==> src/rtl/spi_burst_ctrl.sv <==
// Burst front-end for the SPI master core: TX/RX byte FIFOs plus an FSM that frames
// a whole TX backlog under one slave-select assertion and latches the clock config.
module spi_burst_ctrl #(
    parameter int DEPTH   = 8,
    parameter int SS_LEAD = 2,
    parameter int SS_LAG  = 2
) (
    input  logic        clk_i,
    input  logic        rst_i,
    input  logic        wr_en_i,
    input  logic [7:0]  wr_data_i,
    output logic        tx_full_o,
    input  logic        rd_en_i,
    output logic [7:0]  rd_data_o,
    output logic        rx_empty_o,
    output logic        rx_ovf_o,
    input  logic        clr_ovf_i,
    input  logic [15:0] cfg_dvsr_i,
    input  logic        cfg_cpol_i,
    input  logic        cfg_cpha_i,
    input  logic        go_i,
    output logic        busy_o,
    output logic        burst_done_o,
    output logic        ss_n_o,
    output logic [7:0]  spi_din_o,
    output logic        spi_start_o,
    output logic [15:0] spi_dvsr_o,
    output logic        spi_cpol_o,
    output logic        spi_cpha_o,
    input  logic        spi_ready_i,
    input  logic        spi_done_tick_i,
    input  logic [7:0]  spi_dout_i
);

    localparam int AW      = $clog2(DEPTH);
    localparam int CW      = AW + 1;
    localparam int CNT_MAX = (SS_LEAD > SS_LAG) ? SS_LEAD : SS_LAG;
    localparam int CNT_W   = $clog2(CNT_MAX + 1);

    typedef enum logic [2:0] {S_IDLE, S_LEAD, S_ISSUE, S_WAIT, S_LAG} state_e;

    state_e             state_q, state_d;
    logic [CNT_W-1:0]   cnt_q, cnt_d;

    logic [7:0]         tx_mem [DEPTH];
    logic [AW-1:0]      tx_wp_q, tx_rp_q;
    logic [CW-1:0]      tx_cnt_q, tx_cnt_d;
    logic               tx_full_q;

    logic [7:0]         rx_mem [DEPTH];
    logic [AW-1:0]      rx_wp_q, rx_rp_q, rx_rp_d;
    logic [CW-1:0]      rx_cnt_q, rx_cnt_d;
    logic               rx_empty_q, rx_ovf_q;
    logic [7:0]         rd_data_q, rd_data_d;

    logic               ss_n_q, ss_n_d, busy_q, burst_done_q, burst_done_d;
    logic               start_q, start_d, cpol_q, cpha_q;
    logic [7:0]         din_q, din_d;
    logic [15:0]        dvsr_q;

    logic tx_push, tx_pop, tx_empty, rx_pop, rx_full, done_in_wait, rx_push, rx_drop, latch_cfg;

    assign tx_push      = wr_en_i && !tx_full_q;
    assign tx_empty     = (tx_cnt_q == '0);
    assign rx_pop       = rd_en_i && !rx_empty_q;
    assign rx_full      = (rx_cnt_q == CW'(DEPTH));
    assign done_in_wait = (state_q == S_WAIT) && spi_done_tick_i;
    // A pop in the same cycle frees the slot the incoming byte needs.
    assign rx_push      = done_in_wait && (!rx_full || rx_pop);
    assign rx_drop      = done_in_wait && !rx_push;

    assign tx_cnt_d = tx_cnt_q + CW'(tx_push) - CW'(tx_pop);
    assign rx_cnt_d = rx_cnt_q + CW'(rx_push) - CW'(rx_pop);
    assign rx_rp_d  = rx_rp_q + AW'(rx_pop);

    // NOTE: every variable written here gets a default first, so no path infers a latch.
    always_comb begin
        state_d      = state_q;
        cnt_d        = cnt_q;
        tx_pop       = 1'b0;
        ss_n_d       = ss_n_q;
        start_d      = 1'b0;
        din_d        = din_q;
        burst_done_d = 1'b0;
        latch_cfg    = 1'b0;
        unique case (state_q)
            S_IDLE: begin
                if (go_i && !tx_empty) begin
                    state_d   = S_LEAD;
                    ss_n_d    = 1'b0;
                    latch_cfg = 1'b1;
                    cnt_d     = '0;
                end
            end
            S_LEAD: begin
                if (cnt_q == CNT_W'(SS_LEAD - 1)) begin
                    state_d = S_ISSUE;
                    cnt_d   = '0;
                end else begin
                    cnt_d = cnt_q + CNT_W'(1);
                end
            end
            S_ISSUE: begin
                if (spi_ready_i && !tx_empty) begin
                    start_d = 1'b1;
                    din_d   = tx_mem[tx_rp_q];
                    tx_pop  = 1'b1;
                    state_d = S_WAIT;
                end
            end
            S_WAIT: begin
                // A host write landing this cycle still extends the burst.
                if (spi_done_tick_i) begin
                    state_d = (!tx_empty || tx_push) ? S_ISSUE : S_LAG;
                    cnt_d   = '0;
                end
            end
            S_LAG: begin
                if (cnt_q == CNT_W'(SS_LAG - 1)) begin
                    state_d      = S_IDLE;
                    ss_n_d       = 1'b1;
                    burst_done_d = 1'b1;
                    cnt_d        = '0;
                end else begin
                    cnt_d = cnt_q + CNT_W'(1);
                end
            end
            default: state_d = S_IDLE;
        endcase
    end

    // FWFT head: the byte just pushed becomes the head only when it lands at the new read pointer.
    always_comb begin
        rd_data_d = rd_data_q;
        if (rx_cnt_d != '0)
            rd_data_d = (rx_push && (rx_wp_q == rx_rp_d)) ? spi_dout_i : rx_mem[rx_rp_d];
    end

    // NOTE: state uses non-blocking assignments so every register samples pre-edge values.
    always_ff @(posedge clk_i) begin
        if (rst_i) begin
            state_q      <= S_IDLE;
            cnt_q        <= '0;
            tx_wp_q      <= '0;
            tx_rp_q      <= '0;
            tx_cnt_q     <= '0;
            tx_full_q    <= 1'b0;
            rx_wp_q      <= '0;
            rx_rp_q      <= '0;
            rx_cnt_q     <= '0;
            rx_empty_q   <= 1'b1;
            rx_ovf_q     <= 1'b0;
            rd_data_q    <= '0;
            ss_n_q       <= 1'b1;
            busy_q       <= 1'b0;
            burst_done_q <= 1'b0;
            start_q      <= 1'b0;
            din_q        <= '0;
            dvsr_q       <= '0;
            cpol_q       <= 1'b0;
            cpha_q       <= 1'b0;
        end else begin
            state_q      <= state_d;
            cnt_q        <= cnt_d;
            tx_wp_q      <= tx_wp_q + AW'(tx_push);
            tx_rp_q      <= tx_rp_q + AW'(tx_pop);
            tx_cnt_q     <= tx_cnt_d;
            tx_full_q    <= (tx_cnt_d == CW'(DEPTH));
            rx_wp_q      <= rx_wp_q + AW'(rx_push);
            rx_rp_q      <= rx_rp_d;
            rx_cnt_q     <= rx_cnt_d;
            rx_empty_q   <= (rx_cnt_d == '0);
            rx_ovf_q     <= rx_drop ? 1'b1 : (clr_ovf_i ? 1'b0 : rx_ovf_q);
            rd_data_q    <= rd_data_d;
            ss_n_q       <= ss_n_d;
            busy_q       <= (state_d != S_IDLE);
            burst_done_q <= burst_done_d;
            start_q      <= start_d;
            din_q        <= din_d;
            if (latch_cfg) begin
                dvsr_q <= cfg_dvsr_i;
                cpol_q <= cfg_cpol_i;
                cpha_q <= cfg_cpha_i;
            end
        end
    end

    // NOTE: storage arrays carry no reset; the pointers and counts alone define validity.
    always_ff @(posedge clk_i) begin
        if (tx_push) tx_mem[tx_wp_q] <= wr_data_i;
        if (rx_push) rx_mem[rx_wp_q] <= spi_dout_i;
    end

    assign tx_full_o    = tx_full_q;
    assign rd_data_o    = rd_data_q;
    assign rx_empty_o   = rx_empty_q;
    assign rx_ovf_o     = rx_ovf_q;
    assign busy_o       = busy_q;
    assign burst_done_o = burst_done_q;
    assign ss_n_o       = ss_n_q;
    assign spi_din_o    = din_q;
    assign spi_start_o  = start_q;
    assign spi_dvsr_o   = dvsr_q;
    assign spi_cpol_o   = cpol_q;
    assign spi_cpha_o   = cpha_q;

endmodule

==> config.mk <==
export PLATFORM = sky130hd
export DESIGN_NAME = spi_burst_ctrl
export DESIGN_NICKNAME = d
export VERILOG_FILES = /design/src/rtl/spi_burst_ctrl.sv
export SDC_FILE = /design/constraint.sdc
export NUM_CORES = 1
export LEC_CHECK = 0
export BUFFER_PORTS_ARGS = -buffer_cell sky130_fd_sc_hd__buf_4
export CAP_MARGIN = 20
export CORE_MARGIN = 2
export CORE_UTILIZATION = 50
export DETAILED_ROUTE_END_ITERATION = 16
export GPL_ROUTABILITY_DRIVEN = 0
export PLACE_DENSITY = 0.76
export SLEW_MARGIN = 0
export SYNTH_ARGS = -nofsm -noshare
export SYNTH_HDL_FRONTEND = slang
export SYNTH_SLANG_ARGS = --single-unit
==> constraint.sdc <==
create_clock -name clk_i -period 6.55 [get_ports clk_i]
set_clock_uncertainty 0.1 [all_clocks]
set_input_delay 1.31 -clock clk_i [delete_from_list [all_inputs] [get_ports clk_i]]
set_output_delay 1.31 -clock clk_i [all_outputs]
set_load 0.01 [all_outputs]
==> results of run 1 <==
-- metrics by stage --
step | worst slack, ps | area [sq um] | hold slack, ps | utilization | total power, uW
floorplan | 3020 | 7760 | 350 | - | 1980
global placement | 2350 | 8550 | 343 | 0.563 | 2180
detailed placement | 2180 | 8550 | 351 | 0.563 | 2230
CTS | 2540 | 9180 | 361 | 0.604 | 3310
global route | 2320 | 9190 | 384 | 0.605 | 3440
finish | 2510 | 9190 | 357 | 0.605 | 3290
-- cell families after synthesis --
| kind of cell | count (synthesis) |
|---|---|
| xor gates and xnor gates | 13 |
| DFF | 194 |
| buffers and inverters | 47 |
| AOI/OAI and AO/OA | 71 |
| muxes | 64 |
| adders and majority gates | 18 |
| and+or+nand+nor | 127 |
-- flip-flops by register name, summed over array words and instances (netlist names), 4 cells and up --
| register | flops |
|---|---|
| tx_cnt_q | 4 |
| rx_mem | 64 |
| spi_din_o | 8 |
| rx_cnt_q | 4 |
| rd_data_o | 8 |
| spi_dvsr_o | 16 |
| tx_mem | 64 |
-- layout make-up --
class / instances / area, sq um / area share
Inverter: 15 / 56.3 / 0.00613
Tap cell: 188 / 235 / 0.0256
Clock buffer: 19 / 433 / 0.0471
Multi-Input combinational cell: 293 / 2400 / 0.261
Clock inverter: 13 / 194 / 0.0211
Timing Repair Buffer: 94 / 709 / 0.0772
Sequential cell: 194 / 5160 / 0.562
-- layer usage --
layer  global-route usage  vias to the layer above
li1                     -                     2147
met1                0.226                     2283
met3               0.0478                       16
met4               0.0793                        0
met5                    0                        -
met2                0.329                       97
-- layout by cell type (no fill, tap or decap), types with 8 or more instances in the layout --
master                      count
sky130_fd_sc_hd__edfxtp_1     128
sky130_fd_sc_hd__buf_4         93
sky130_fd_sc_hd__dfxtp_1       66
sky130_fd_sc_hd__nand2_1       46
sky130_fd_sc_hd__a21oi_1       42
sky130_fd_sc_hd__mux2i_1       40
sky130_fd_sc_hd__nor2_1        32
sky130_fd_sc_hd__mux4_2        21
sky130_fd_sc_hd__clkbuf_16     17
sky130_fd_sc_hd__ha_1          16
sky130_fd_sc_hd__inv_1         15
sky130_fd_sc_hd__nor2b_1       12
sky130_fd_sc_hd__o2bb2ai_1      8
sky130_fd_sc_hd__a211oi_1       8
-- power breakdown --
group | switching [uW] | internal (uW)
combinational | 383 | 318
clock | 461 | 618
sequential | 74.7 | 1430
total | 919 | 2370
-- critical path, cell delays in order --
cell and delay [ps]:
sky130_fd_sc_hd__buf_4 110, sky130_fd_sc_hd__nand2b_1 100, sky130_fd_sc_hd__inv_1 70, sky130_fd_sc_hd__ha_1 180, sky130_fd_sc_hd__ha_1 760, sky130_fd_sc_hd__buf_4 450, sky130_fd_sc_hd__xor2_1 160, sky130_fd_sc_hd__nor3_4 390
sky130_fd_sc_hd__and2_1 390, sky130_fd_sc_hd__a21oi_1 170, sky130_fd_sc_hd__o2bb2ai_1 170
-- worst paths after layout --
kind | from | to | slack, ps
worst max-delay path | rd_en_i | rd_data_o[6] | 2510
worst min-delay path | spi_dvsr_o[4] | spi_dvsr_o[4] | 360
worst max register to register | rx_empty_o | rd_data_o[6] | 3140
worst min register to register | spi_dvsr_o[4] | spi_dvsr_o[4] | 360
==> results_dict.tcl, run 1 <==
set metrics [dict create \
    slew_headroom 0.398 \
    seq_area_frac_synth 0.666 \
    yosysMostFrequentCell "sky130_fd_sc_hd__edfxtp_1" \
    final_cell_count_no_fill 816 \
    clock_insertion_delay_worst_skew_ps 430 \
    place_hpwl_um 9750 \
    met2_wirelength_um 7790 \
    clock-root-buffer "sky130_fd_sc_hd__clkbuf_16" \
    met1_length_um 6090 \
    fmax_mhz 248 \
    post_synth_and_or_nand_nor_area_fraction 0.0797 \
    globalRouteTotalUtil 0.189 \
    highest_layer "met4" \
    outcome "complete, no violations" \
    initial_utilization 0.510 \
    viasPerCell 5.57 \
    cts.reportedPaths.clkPinSlew_ps 70 \
    drt-pass1-iter-count 4 \
    finalNetCount 675 \
    synth_mux_area_frac 0.123 \
    power_density_nw_per_um2 357 \
    synth-seq-cells 194 \
    yosysWarnings 0 \
    cts-root-to-sink-buffers 2 \
    cts_bufs_inserted 17 \
    post_route_setup_tns_ps 0 \
    yosys.area_share.adder 0.0310 \
    postRouteWirelength_um 14800 \
    fin_crit_sh 0.616 \
    r2r.worst_path.cells 10 \
    gr-total-overflow 0 \
    netlist_top_cells_area "sky130_fd_sc_hd__edfxtp_1 (50%), sky130_fd_sc_hd__dfxtp_1 (17%), sky130_fd_sc_hd__mux4_2 (6.1%)" \
    share_of_async_settable_or_async_resettable_flops_after_synthesis 0 \
    worst-path-max-fanout 20 \
    synth_xor_xnor_area_share 0.0176 \
    syn2layout_area_growth_pct 18.4 \
    netlist_area_sq_um 7760 \
    total_leakage_power_uw 0.00326 \
    ctsHoldBuffers 0 \
    setup_violating_endpoint_count_in_the_final_report 0 \
    kind_of_launch_point_of_the_worst_setup_path "primary input" \
    numPlacedInstances 783 \
    drv_slew 0 \
    hold_path_depth 2 \
    core_area_sq_um 15200 \
    worst-setup-path-type "primary input to register" \
    met3_wirelength_um 681 \
    drt-initial-drc-count 316 \
    grt_max_degree 58 \
    drc 0 \
    yosys.area.top_type "sky130_fd_sc_hd__edfxtp_1" \
    route.detailed.wl_per_inst_um 18.1 \
    antennaDiodeCount 0 \
    die_h_um 129 \
    timing.critical_path.to_type "register" \
    synth_nets 594 \
    timing.hold.worst.class "register to register" \
    routed-via-count 4543 \
    synth_top_cells_by_count "sky130_fd_sc_hd__edfxtp_1 (128), sky130_fd_sc_hd__dfxtp_1 (66), sky130_fd_sc_hd__nand2_1 (46)" \
    post_synthesis_compound_gate_area_fraction 0.0563 \
    first_global_vias 4580 \
    port_buffers 82 \
    grt_antenna_before_repair 0 \
    worstPathArrival_ps 4280 \
    power.ir.vdd_worst_v 0.000213 \
    design.portCount 83 \
    finalHoldViolations 0 \
    post_cts_resized 0 \
    ys_types 46 \
    cts.repair_timing.setup_buffer_count 0 \
    synth-edff-count 128 \
    cts.htree.levels 4 \
    drtAntennaViolNets 0 \
    placement_rows 45 \
    rsz0062_at_grt "no" \
    total_number_of_clock_tree_sinks 194 \
    die-area_sq_um 16500 \
    final_critical_period_ps 4040 \
    postSynthAreaPerCell_sq_um 14.5 \
    postSynth.topFlopCell "sky130_fd_sc_hd__edfxtp_1" \
    tightest_slew_ps 899 \
    tritoncts_clock_tree "built" \
    wire_length_of_the_first_global_routing_pass_um 23300 \
    die_width_um 129 \
    layout_cells_sized_above_1 0.242 \
    max_cap_violations 0 \
    timing.critical_path.required_ps 6800 \
    netlist.area_leader.share 0.495 \
    combinational_family_with_the_most_area_after_synthesis "multiplexers" \
    synth_cells 534 \
    n_fill_cell 1142 \
]
Note: power is estimated with default switching activity, not from simulation.
==> inputs of run 2 (changes only) <==
--- a/config.mk
+++ b/config.mk
@@ -11,7 +11,7 @@
 export CORE_UTILIZATION = 50
 export DETAILED_ROUTE_END_ITERATION = 16
 export GPL_ROUTABILITY_DRIVEN = 0
-export PLACE_DENSITY = 0.76
+export PLACE_DENSITY = 0.78
 export SLEW_MARGIN = 0
 export SYNTH_ARGS = -nofsm -noshare
 export SYNTH_HDL_FRONTEND = slang
==> constraint.sdc (replaced) <==
create_clock -name clk_i -period 3.7 [get_ports clk_i]
set_clock_uncertainty 0.1 [all_clocks]
set_input_delay 0.74 -clock clk_i [delete_from_list [all_inputs] [get_ports clk_i]]
set_output_delay 0.74 -clock clk_i [all_outputs]
set_load 0.01 [all_outputs]
==> run 2 against run 1 <==
Effect of this change:
- global-route usage barely moved
- sequential share of layout area shrank 0.30 points
- clock power increased by 74%
- sequential power increased by 77%
- sequential cell count did not move
- total power up 77%
- register-to-register slack got worse by 2600 ps
- via count up 1.2%
- count of clock-buffer cells in the layout fell by 2
- critical path depth is the same
- critical path type is now register to register
- critical endpoint unchanged
- largest cell class unchanged
- highest routed layer unchanged
==> results_dict.tcl, run 2 (synthesis results as in run 1) <==
set metrics [dict create \
    worstPathArrival_ps 3470 \
    kind_of_launch_point_of_the_worst_setup_path "register" \
    core_area_sq_um 15200 \
    timing.critical_path.required_ps 3970 \
    grt_max_degree 58 \
    post_route_setup_tns_ps 0 \
    route.detailed.wl_per_inst_um 18.2 \
    finalHoldViolations 0 \
    tritoncts_clock_tree "built" \
    timing.critical_path.slowest_stage_cell "sky130_fd_sc_hd__dfxtp_1" \
    drc 0 \
    use_met1 0.236 \
    die_width_um 129 \
    clock_insertion_delay_worst_skew_ps 440 \
    worst-path-max-fanout 12 \
    clock-root-buffer "sky130_fd_sc_hd__clkbuf_16" \
    total_number_of_clock_tree_sinks 194 \
    dp_slack_ps 219 \
    postRouteWirelength_um 15000 \
    drv_slew 0 \
    final_critical_period_ps 3210 \
    timing.hold.ws_ps 361 \
    commonest_non_fill_non_tap_cells_in_the_layout "sky130_fd_sc_hd__edfxtp_1 (128), sky130_fd_sc_hd__buf_4 (102), sky130_fd_sc_hd__dfxtp_1 (66)" \
    timing.critical_path.to_type "register" \
    outcome "complete, no violations" \
    grtUsageMet2 0.321 \
    finalWorstSetupSlack_ps 495 \
    final-seq-area_sq_um 5160 \
    grt_most_used_layer "met2" \
    finalNetCount 683 \
    finalInstanceArea_sq_um 9240 \
    cpLargestDelayFamily "simple AND/OR/NAND/NOR gates" \
    grt_util_met3 0.0482 \
    drt-pass1-iter-count 4 \
    drtAntennaViolNets 0 \
    die_h_um 129 \
    gr-total-overflow 0 \
    power.ir.vdd_worst_v 0.000546 \
    initial_utilization 0.510 \
    die-area_sq_um 16500 \
    rsz0062_at_grt "no" \
    design.portCount 83 \
    globalRouteTotalUtil 0.190 \
    cts.repair_timing.setup_buffer_count 0 \
    routed-via-count 4599 \
    ctsHoldBuffers 0 \
    fin_crit_sh 0.866 \
    worstPathCellList "and4b_1 > nand2_1 > ha_1 > inv_1 > ha_1 > inv_1 > fa_1 > xor2_1 > o2111ai_1 > nor2_1 > o2bb2ai_1" \
    layout_cells_sized_above_1 0.250 \
    total_leakage_power_uw 0.00330 \
    port_buffers 82 \
    cts.reportedPaths.clkPinSlew_ps 80 \
    worstPathBufferInverterCount 2 \
    cts.htree.levels 4 \
    timing.hold.worst.class "register to register" \
    first_global_vias 4605 \
    tightest_slew_ps 949 \
    viasPerCell 5.58 \
    max_cap_violations 0 \
    slew_headroom 0.365 \
    cts_bufs_inserted 17 \
    syn2layout_area_growth_pct 19.1 \
    antennaDiodeCount 0 \
    final_common_cell "sky130_fd_sc_hd__edfxtp_1" \
    drt-initial-drc-count 344 \
    placed_cell_area_sq_um 8610 \
    power_density_nw_per_um2 629 \
    cp_slowest_stage_delay_ps 540 \
    n_fill_cell 1123 \
    multi_input_comb_area_sq_um 2380 \
    wire_length_of_the_first_global_routing_pass_um 23600 \
    setup_violating_endpoint_count_in_the_final_report 0 \
    grt_antenna_before_repair 0 \
    post_cts_resized 0 \
    place_hpwl_um 9750 \
    worst-setup-path-type "register to register" \
    placement_rows 45 \
    fmax_mhz 312 \
    cts-root-to-sink-buffers 2 \
]
==> run 2: cell count changes in the layout (fill, tap and decap cells not counted), sizes merged <==
cell,previous run,this run
clkbuf,19,17
buf,94,102
inv,21,23
clkinv,3,7
clkinvlp,1,0
bufinv,3,0
==> run 2: where the power goes <==
group	internal, uW	total [uW]	switching, uW
clock network	942	1880	942
registers	2530	2670	135
logic	576	1260	687
total	4050	5810	1760
==> run 2: final timing paths <==
path	start	end	slack, ps	depth (start not counted)
worst max-delay path	state_q[1]	rd_data_o[6]	490	11
worst min-delay path	spi_dvsr_o[10]	spi_dvsr_o[10]	360	2
worst max register to register	state_q[1]	rd_data_o[6]	490	11
worst min register to register	spi_dvsr_o[10]	spi_dvsr_o[10]	360	2
==> run 2: routing by layer <==
metal  vias up  part of all wire
li1       2164                 -
met3        25             0.049
met4         0             0.021
met1      2270              0.41
met2       140              0.52
met5         -                 0
==> run 2: cell type report <==
class                      count  share of cell area
multi-input combinational    293               0.258
timing repair buffer         102              0.0829
inverter                      15             0.00609
sequential                   194               0.559
clock inverter                15              0.0227
tap                          188              0.0255
clock buffer                  17              0.0460
==> run 2: tightest hold or removal path, cell delays in order (launching register included) <==
cell and delay (ps):
sky130_fd_sc_hd__dfxtp_1 310, sky130_fd_sc_hd__nand2_1 50, sky130_fd_sc_hd__a21oi_1 50
==> run 2: stage by stage <==
stage,utilization,total power [uW],cells
after CTS,0.608,5850,824
after detailed placement,0.566,3970,792
after global routing,0.608,6080,824
after floorplan,-,3510,534
final,0.608,5810,824
after global placement,0.566,3900,792
